<file path="src/rtl/nco_multiwave.sv">
// Multi-waveform NCO: phase accumulator with shadowed controls and a 2-stage pipeline
// that yields in-phase and 90-degree samples of sine, square, triangle or sawtooth.
module nco_multiwave #(
    parameter int unsigned PHASE_W = 32,
    parameter int unsigned OUT_W   = 8,
    parameter int unsigned LUT_AW  = 6
) (
    input  logic                      clk,
    input  logic                      rst,
    input  logic                      en,
    input  logic                      sync,
    input  logic                      load,
    input  logic [PHASE_W-1:0]        freq_in,
    input  logic [PHASE_W-1:0]        offset_in,
    input  logic [1:0]                mode_in,
    output logic signed [OUT_W-1:0]   wave_out,
    output logic signed [OUT_W-1:0]   quad_out,
    output logic                      out_valid,
    output logic                      wrap_out
);

    localparam int unsigned LUT_N  = 1 << LUT_AW;
    // Only the phase MSBs that any waveform reads are carried into stage 2.
    localparam int unsigned KEEP_W = (LUT_AW + 2 > OUT_W + 1) ? (LUT_AW + 2) : (OUT_W + 1);

    localparam logic [OUT_W-1:0]  AMP_V     = {1'b0, {(OUT_W-1){1'b1}}};
    localparam logic [OUT_W-1:0]  NEG_AMP_V = {1'b1, {(OUT_W-2){1'b0}}, 1'b1};
    localparam logic [OUT_W-1:0]  MIN_V     = {1'b1, {(OUT_W-1){1'b0}}};
    localparam logic [KEEP_W-1:0] QTR_K     = {2'b01, {(KEEP_W-2){1'b0}}};
    localparam longint            PI_Q30    = 64'sd3373259426;

    if (OUT_W < 4 || LUT_AW + 2 > PHASE_W || OUT_W + 1 > PHASE_W) begin : g_bad_params
        $error("nco_multiwave: illegal PHASE_W/OUT_W/LUT_AW combination");
    end

    // round(A*sin(pi*k/2^(LUT_AW+1))) via Q30 Taylor series, evaluated at elaboration.
    function automatic longint lut_entry(input int unsigned k);
        longint x;
        longint term;
        longint acc;
        longint amp;
        x    = (PI_Q30 * longint'(k)) >>> (LUT_AW + 1);
        acc  = x;
        term = x;
        for (int n = 1; n <= 8; n++) begin
            term = (term * x) >>> 30;
            term = (term * x) >>> 30;
            term = -term / longint'((2 * n) * (2 * n + 1));
            acc  = acc + term;
        end
        amp = (longint'(1) << (OUT_W - 1)) - 1;
        return (amp * acc + (longint'(1) << 29)) >>> 30;
    endfunction

    logic [OUT_W-1:0] lut [LUT_N];
    for (genvar k = 0; k < LUT_N; k++) begin : g_lut
        assign lut[k] = OUT_W'(lut_entry(k));
    end

    // Accumulator, shadow registers and pipeline state
    logic [PHASE_W-1:0] phase_q,  phase_d;
    logic               acc_wrap_q, acc_wrap_d;
    logic [PHASE_W-1:0] freq_q,   freq_d;
    logic [PHASE_W-1:0] offset_q, offset_d;
    logic [1:0]         mode_q,   mode_d;
    logic [KEEP_W-1:0]  p1_q,     p1_d;
    logic [1:0]         mode1_q,  mode1_d;
    logic               valid1_q, valid1_d;
    logic               wrap1_q,  wrap1_d;
    logic [OUT_W-1:0]   wave_q,   wave_d;
    logic [OUT_W-1:0]   quad_q,   quad_d;
    logic               valid2_q, valid2_d;
    logic               wrap2_q,  wrap2_d;
    logic [PHASE_W:0]   sum_w;

    logic [KEEP_W-1:0]  ch_phase [2];
    logic [OUT_W-1:0]   ch_val   [2];

    assign ch_phase[0] = p1_q;
    assign ch_phase[1] = p1_q + QTR_K;

    // Waveform shaping, one instance per output channel
    for (genvar c = 0; c < 2; c++) begin : g_ch
        logic [1:0]        quad;
        logic [LUT_AW-1:0] idx;
        logic [LUT_AW-1:0] addr;
        logic [OUT_W-1:0]  mag;
        logic [OUT_W-1:0]  sin_v;
        logic [OUT_W-1:0]  tri_f;
        logic [OUT_W-1:0]  tri_v;
        logic [OUT_W-1:0]  saw_s;
        logic [OUT_W-1:0]  saw_v;
        logic [OUT_W-1:0]  sq_v;
        logic [OUT_W-1:0]  val;

        always_comb begin
            quad  = ch_phase[c][KEEP_W-1 -: 2];
            idx   = ch_phase[c][KEEP_W-3 -: LUT_AW];
            // Odd quadrants mirror the table: 2^LUT_AW - idx, with idx==0 meaning the peak.
            addr  = quad[0] ? (LUT_AW'(0) - idx) : idx;
            mag   = (quad[0] && (idx == '0)) ? AMP_V : lut[addr];
            sin_v = quad[1] ? (OUT_W'(0) - mag) : mag;

            tri_f = {1'b0, ch_phase[c][KEEP_W-3 -: OUT_W-1]};
            case (quad)
                2'd0:    tri_v = tri_f;
                2'd1:    tri_v = AMP_V - tri_f;
                2'd2:    tri_v = OUT_W'(0) - tri_f;
                default: tri_v = tri_f - AMP_V;
            endcase

            saw_s = {~ch_phase[c][KEEP_W-1], ch_phase[c][KEEP_W-2 -: OUT_W-1]};
            saw_v = (saw_s == MIN_V) ? NEG_AMP_V : saw_s;
            sq_v  = ch_phase[c][KEEP_W-1] ? NEG_AMP_V : AMP_V;

            case (mode1_q)
                2'd0:    val = sin_v;
                2'd1:    val = sq_v;
                2'd2:    val = tri_v;
                default: val = saw_v;
            endcase
        end

        assign ch_val[c] = val;
    end

    always_comb begin
        phase_d    = phase_q;
        acc_wrap_d = 1'b0;
        freq_d     = freq_q;
        offset_d   = offset_q;
        mode_d     = mode_q;
        sum_w      = {1'b0, phase_q} + {1'b0, freq_q};

        if (sync) begin
            phase_d = '0;
        end else if (en) begin
            phase_d    = sum_w[PHASE_W-1:0];
            acc_wrap_d = sum_w[PHASE_W];
        end

        if (load) begin
            freq_d   = freq_in;
            offset_d = offset_in;
            mode_d   = mode_in;
        end

        // Stage 1 captures offset and mode together so a sample never mixes settings.
        p1_d     = KEEP_W'((phase_q + offset_q) >> (PHASE_W - KEEP_W));
        mode1_d  = mode_q;
        valid1_d = en;
        wrap1_d  = acc_wrap_q;

        wave_d   = ch_val[0];
        quad_d   = ch_val[1];
        valid2_d = valid1_q;
        wrap2_d  = wrap1_q;
    end

    always_ff @(posedge clk or posedge rst) begin
        if (rst) begin
            phase_q    <= '0;
            acc_wrap_q <= 1'b0;
            freq_q     <= '0;
            offset_q   <= '0;
            mode_q     <= '0;
            p1_q       <= '0;
            mode1_q    <= '0;
            valid1_q   <= 1'b0;
            wrap1_q    <= 1'b0;
            wave_q     <= '0;
            quad_q     <= '0;
            valid2_q   <= 1'b0;
            wrap2_q    <= 1'b0;
        end else begin
            phase_q    <= phase_d;
            acc_wrap_q <= acc_wrap_d;
            freq_q     <= freq_d;
            offset_q   <= offset_d;
            mode_q     <= mode_d;
            p1_q       <= p1_d;
            mode1_q    <= mode1_d;
            valid1_q   <= valid1_d;
            wrap1_q    <= wrap1_d;
            wave_q     <= wave_d;
            quad_q     <= quad_d;
            valid2_q   <= valid2_d;
            wrap2_q    <= wrap2_d;
        end
    end

    assign wave_out  = wave_q;
    assign quad_out  = quad_q;
    assign out_valid = valid2_q;
    assign wrap_out  = wrap2_q;

endmodule

</file>
<file path="config.mk">
export PLATFORM = sky130hd
export DESIGN_NAME = nco_multiwave
export DESIGN_NICKNAME = d
export VERILOG_FILES = /design/src/rtl/nco_multiwave.sv
export SDC_FILE = /design/constraint.sdc
export NUM_CORES = 1
export LEC_CHECK = 0
export CORE_MARGIN = 4
export CORE_UTILIZATION = 39
export CTS_CLUSTER_SIZE = 14
export DETAILED_ROUTE_END_ITERATION = 16
export GPL_TIMING_DRIVEN = 0
export SLEW_MARGIN = 5
export SYNTH_ARGS = -nofsm -noshare
export SYNTH_HDL_FRONTEND = slang
export SYNTH_SLANG_ARGS = --single-unit
</file>
<file path="constraint.sdc">
create_clock -name clk -period 6.1 [get_ports clk]
set_input_delay 0.915 -clock clk [delete_from_list [all_inputs] [get_ports clk]]
set_output_delay 0.915 -clock clk [all_outputs]
set_load 0.01 [all_outputs]
</file>
==> out/results.ini <==
[power_and_ir_drop]
power_density_nw_per_um2=571
leakage_power_nw=5.20
ir_drop_mv=0.437

[yosys]
fraction_of_registers_with_async_set_or_reset_after_synthesis_pct=100
netlist-cell-type-count=95
synth_top_flop_cell=dfrtp_1
synth.avg_cell_area_um2=9.28
synth_sequential_area_ratio_pct=31.6
synth_largest_type_area_fraction_pct=31.6
synth-seq-cells=130
synth_enable_flop_cells=0
synthesis.instances=1108
syn_area_um2=10300
ys_top_cells_by_area=dfrtp_1, ha_1, mux2_2, a21oi_1, mux2i_1
mappedNetlistNets=1263
yosysWarningCount=0
synth.largest_area_cell=dfrtp_1

[timing]
grt_setup_unrepaired=false
final-hold-violation-count=0
setup_violations=0
maxSlewViolCount=0
tightestPinTransition_ps=957
max-slew-margin-rel_pct=35.7
fin_crit_ps=5120
timing.hold.ws_ps=346
final.setup_skew_ps=15.9
fmaxAchievable_mhz=195
final_clock_period_utilization_by_the_worst_path_pct=83.9

[critical_path]
setup.worst_path.start_class=register
critical_path.reg2reg.startpoint=p1_q[1]
required_time_reported_for_the_critical_path_endpoint_ps=6430
worst_setup_path_end_kind=register
critical_path_class=register to register
critical_path_start=p1_q[1]
worst_ep_arrival_time_ps=5440
path_max_fanout=13

[clocking]
root_buf_cell=clkbuf_16
post_cts.resized_instances=0
clock_insertion_delay_worst_skew_ps=430
cts_htree_levels=4
cts_setup_buffers=0
clock_tree.buffer_depth=2
total_clock_buffers_created_by_cts=17
cts_tree=built
worst_setup_hold_path_clk_slew_ps=60
cts_hold_repair.buffers=0
tritoncts_num_sinks=130

[finish]
post_route_cells_drive_above_1_share_pct=13.5
area.growth.synth_to_final_pct=18.5
multiInputGateArea_um2=6590
post-route-cell-area_um2=12200
fillers=2531
design.final.nets=1370
final-seq-area_um2=3250
n_antenna_cell=0

[die]
core.rowCount=59
design.core.area_um2=26000
die_width_um=170
die_area_um2=29000
pin_count=89
die_h_um=170
start_util_pct=39.6

[route]
dr.first_iter.drc_count=769
residual_drc_count=0
drt-pass1-iter-count=6
drt.antenna.violating_nets=0
routed-via-count=9018
wl_per_cell_um=18.7
postRouteWirelength_um=29200
routed_via_density=5.77

[placement]
gp_congestion=0.932
detailed_place.area_um2=11600
portBuffers=87
dp.final_hpwl_um=21800

[grt]
first_global_vias=8890
grt_start_max_net_pins=75
grt.total_usage_pct=20.1
antenna_found_initial=0
grt.overflow.total=0
global_route_wire_length_before_repair_um=47200

[run_status]
run_status=finished, final reports clean

[min_path]
min-delay-path-class=register to register
start_point_of_the_worst_min_delay_path=valid1_q

[job]
max_cap_viols=0

[cells in the mapped netlist, types with 5 or more instances]
cell / count
mux2i_1: 32
nor3_1: 29
a211o_1: 5
inv_1: 30
or3_1: 7
clkbuf_1: 37
or2_2: 5
nand2b_1: 9
o21a_1: 12
a21o_1: 28
o21ai_0: 54
a21oi_1: 91
a22oi_1: 5
buf_4: 7
o2111ai_1: 6
dfrtp_1: 130
ha_1: 83
a221oi_1: 6
a221o_1: 6
buf_1: 8
mux2_2: 71
nand2_1: 69
xor2_1: 13
a21boi_0: 5
xnor2_1: 35
and3_1: 6
nand4_1: 8
buf_2: 13
o31ai_1: 9
a31oi_1: 10
nand3b_1: 7
nand3_1: 33
nor2b_1: 13
o211ai_1: 11
nor2_1: 79
and2_1: 6
a211oi_1: 27
a22o_1: 7
o22ai_1: 5
[layout by cell type (no fill, tap or decap), types with 35 or more instances in the layout]
cell type	netlist	routed
dfrtp_1	130	130
a21oi_1	91	91
clkdlybuf4s50_1	0	87
ha_1	83	83
nor2_1	79	79
mux2_2	71	71
nand2_1	69	69
o21ai_0	54	54
clkbuf_1	37	37
xnor2_1	35	35
[worst max-delay path, stage by stage, from the launching register on]
cell	delay [ps]
dfrtp_1	660
buf_4	280
clkinv_1	500
ha_1	590
mux2_2	370
ha_1	370
a2111oi_0	560
a2111o_1	160
o311ai_0	150
o22ai_2	320
ha_1	210
inv_1	70
nor2_1	100
nand4bb_1	140
mux2_1	350
o2111ai_2	190
[report_power, final]
part	internal (W)	leakage, nW	total [W]	switching (W)
Combinational	0.00189	3.35	0.00473	0.00283
Sequential	0.00104	1.58	0.00121	0.000164
Clock	0.000574	0.273	0.00102	0.000447
[cells by family after synthesis]
| group | count (synthesis) | synth area share (%) |
|---|---|---|
| compound gates | 342 | 23.5 |
| xor+xnor | 49 | 4.36 |
| fa+ha+maj | 84 | 10.3 |
| buf+inv | 100 | 4.28 |
| flops | 130 | 31.6 |
| mux | 105 | 11.2 |
| simple gates | 298 | 14.7 |
[path summary, 6_finish.rpt]
path | end | slack (ps) | cells past startpoint
min in group asynchronous | offset_q[26] | 990 | 2
hold reg to reg | out_valid | 350 | 0
setup / recovery | quad_out[6] | 980 | 15
max in group asynchronous | mode1_q[0] | 4360 | 3
hold / removal | out_valid | 350 | 0
setup reg to reg | quad_out[6] | 980 | 15
[metal layers]
| layer | GRT usage, % | wire [um] | vias to the layer above |
|---|---|---|---|
| li1 | - | - | 4356 |
| met1 | 27.4 | 13500 | 4337 |
| met2 | 33.6 | 13800 | 280 |
| met3 | 2.58 | 1250 | 45 |
| met4 | 6.01 | 714 | 0 |
| met5 | 0 | 0 | - |
[area by class of cell]
class,count,share of cell area [%]
buffer,68,2.63
multi-input combinational,878,54.1
timing repair buffer,88,7.38
sequential,130,26.7
clock inverter,15,1.24
tap,335,3.44
clock buffer,17,3.49
inverter,32,1.03
[registers in the layout, indices dropped and copies added (netlist names)]
register and flops:
freq_q 32, acc_wrap_q 1, mode1_q 2, valid1_q 1
offset_q 32, quad_out 8, p1_q 9, out_valid 1
wave_out 8, mode1_d 2, wrap1_q 1, phase_q 32
wrap_out 1
[through the flow]
step / setup slack (ps) / power [W] / setup TNS [ps] / std cells / utilization [%]
2_1_floorplan: 1720 / 0.00470 / 0 / 1108 / -
6_report: 983 / 0.00696 / 0 / 1563 / 46.9
3_5_place_dp: 1090 / 0.00585 / 0 / 1531 / 44.7
5_1_grt: 792 / 0.00750 / 0 / 1563 / 46.9
4_1_cts: 1080 / 0.00690 / 0 / 1563 / 46.9
3_3_place_gp: -359 / 0.00583 / -44290 / 1530 / 44.5
(Power assumes the default switching activity.)
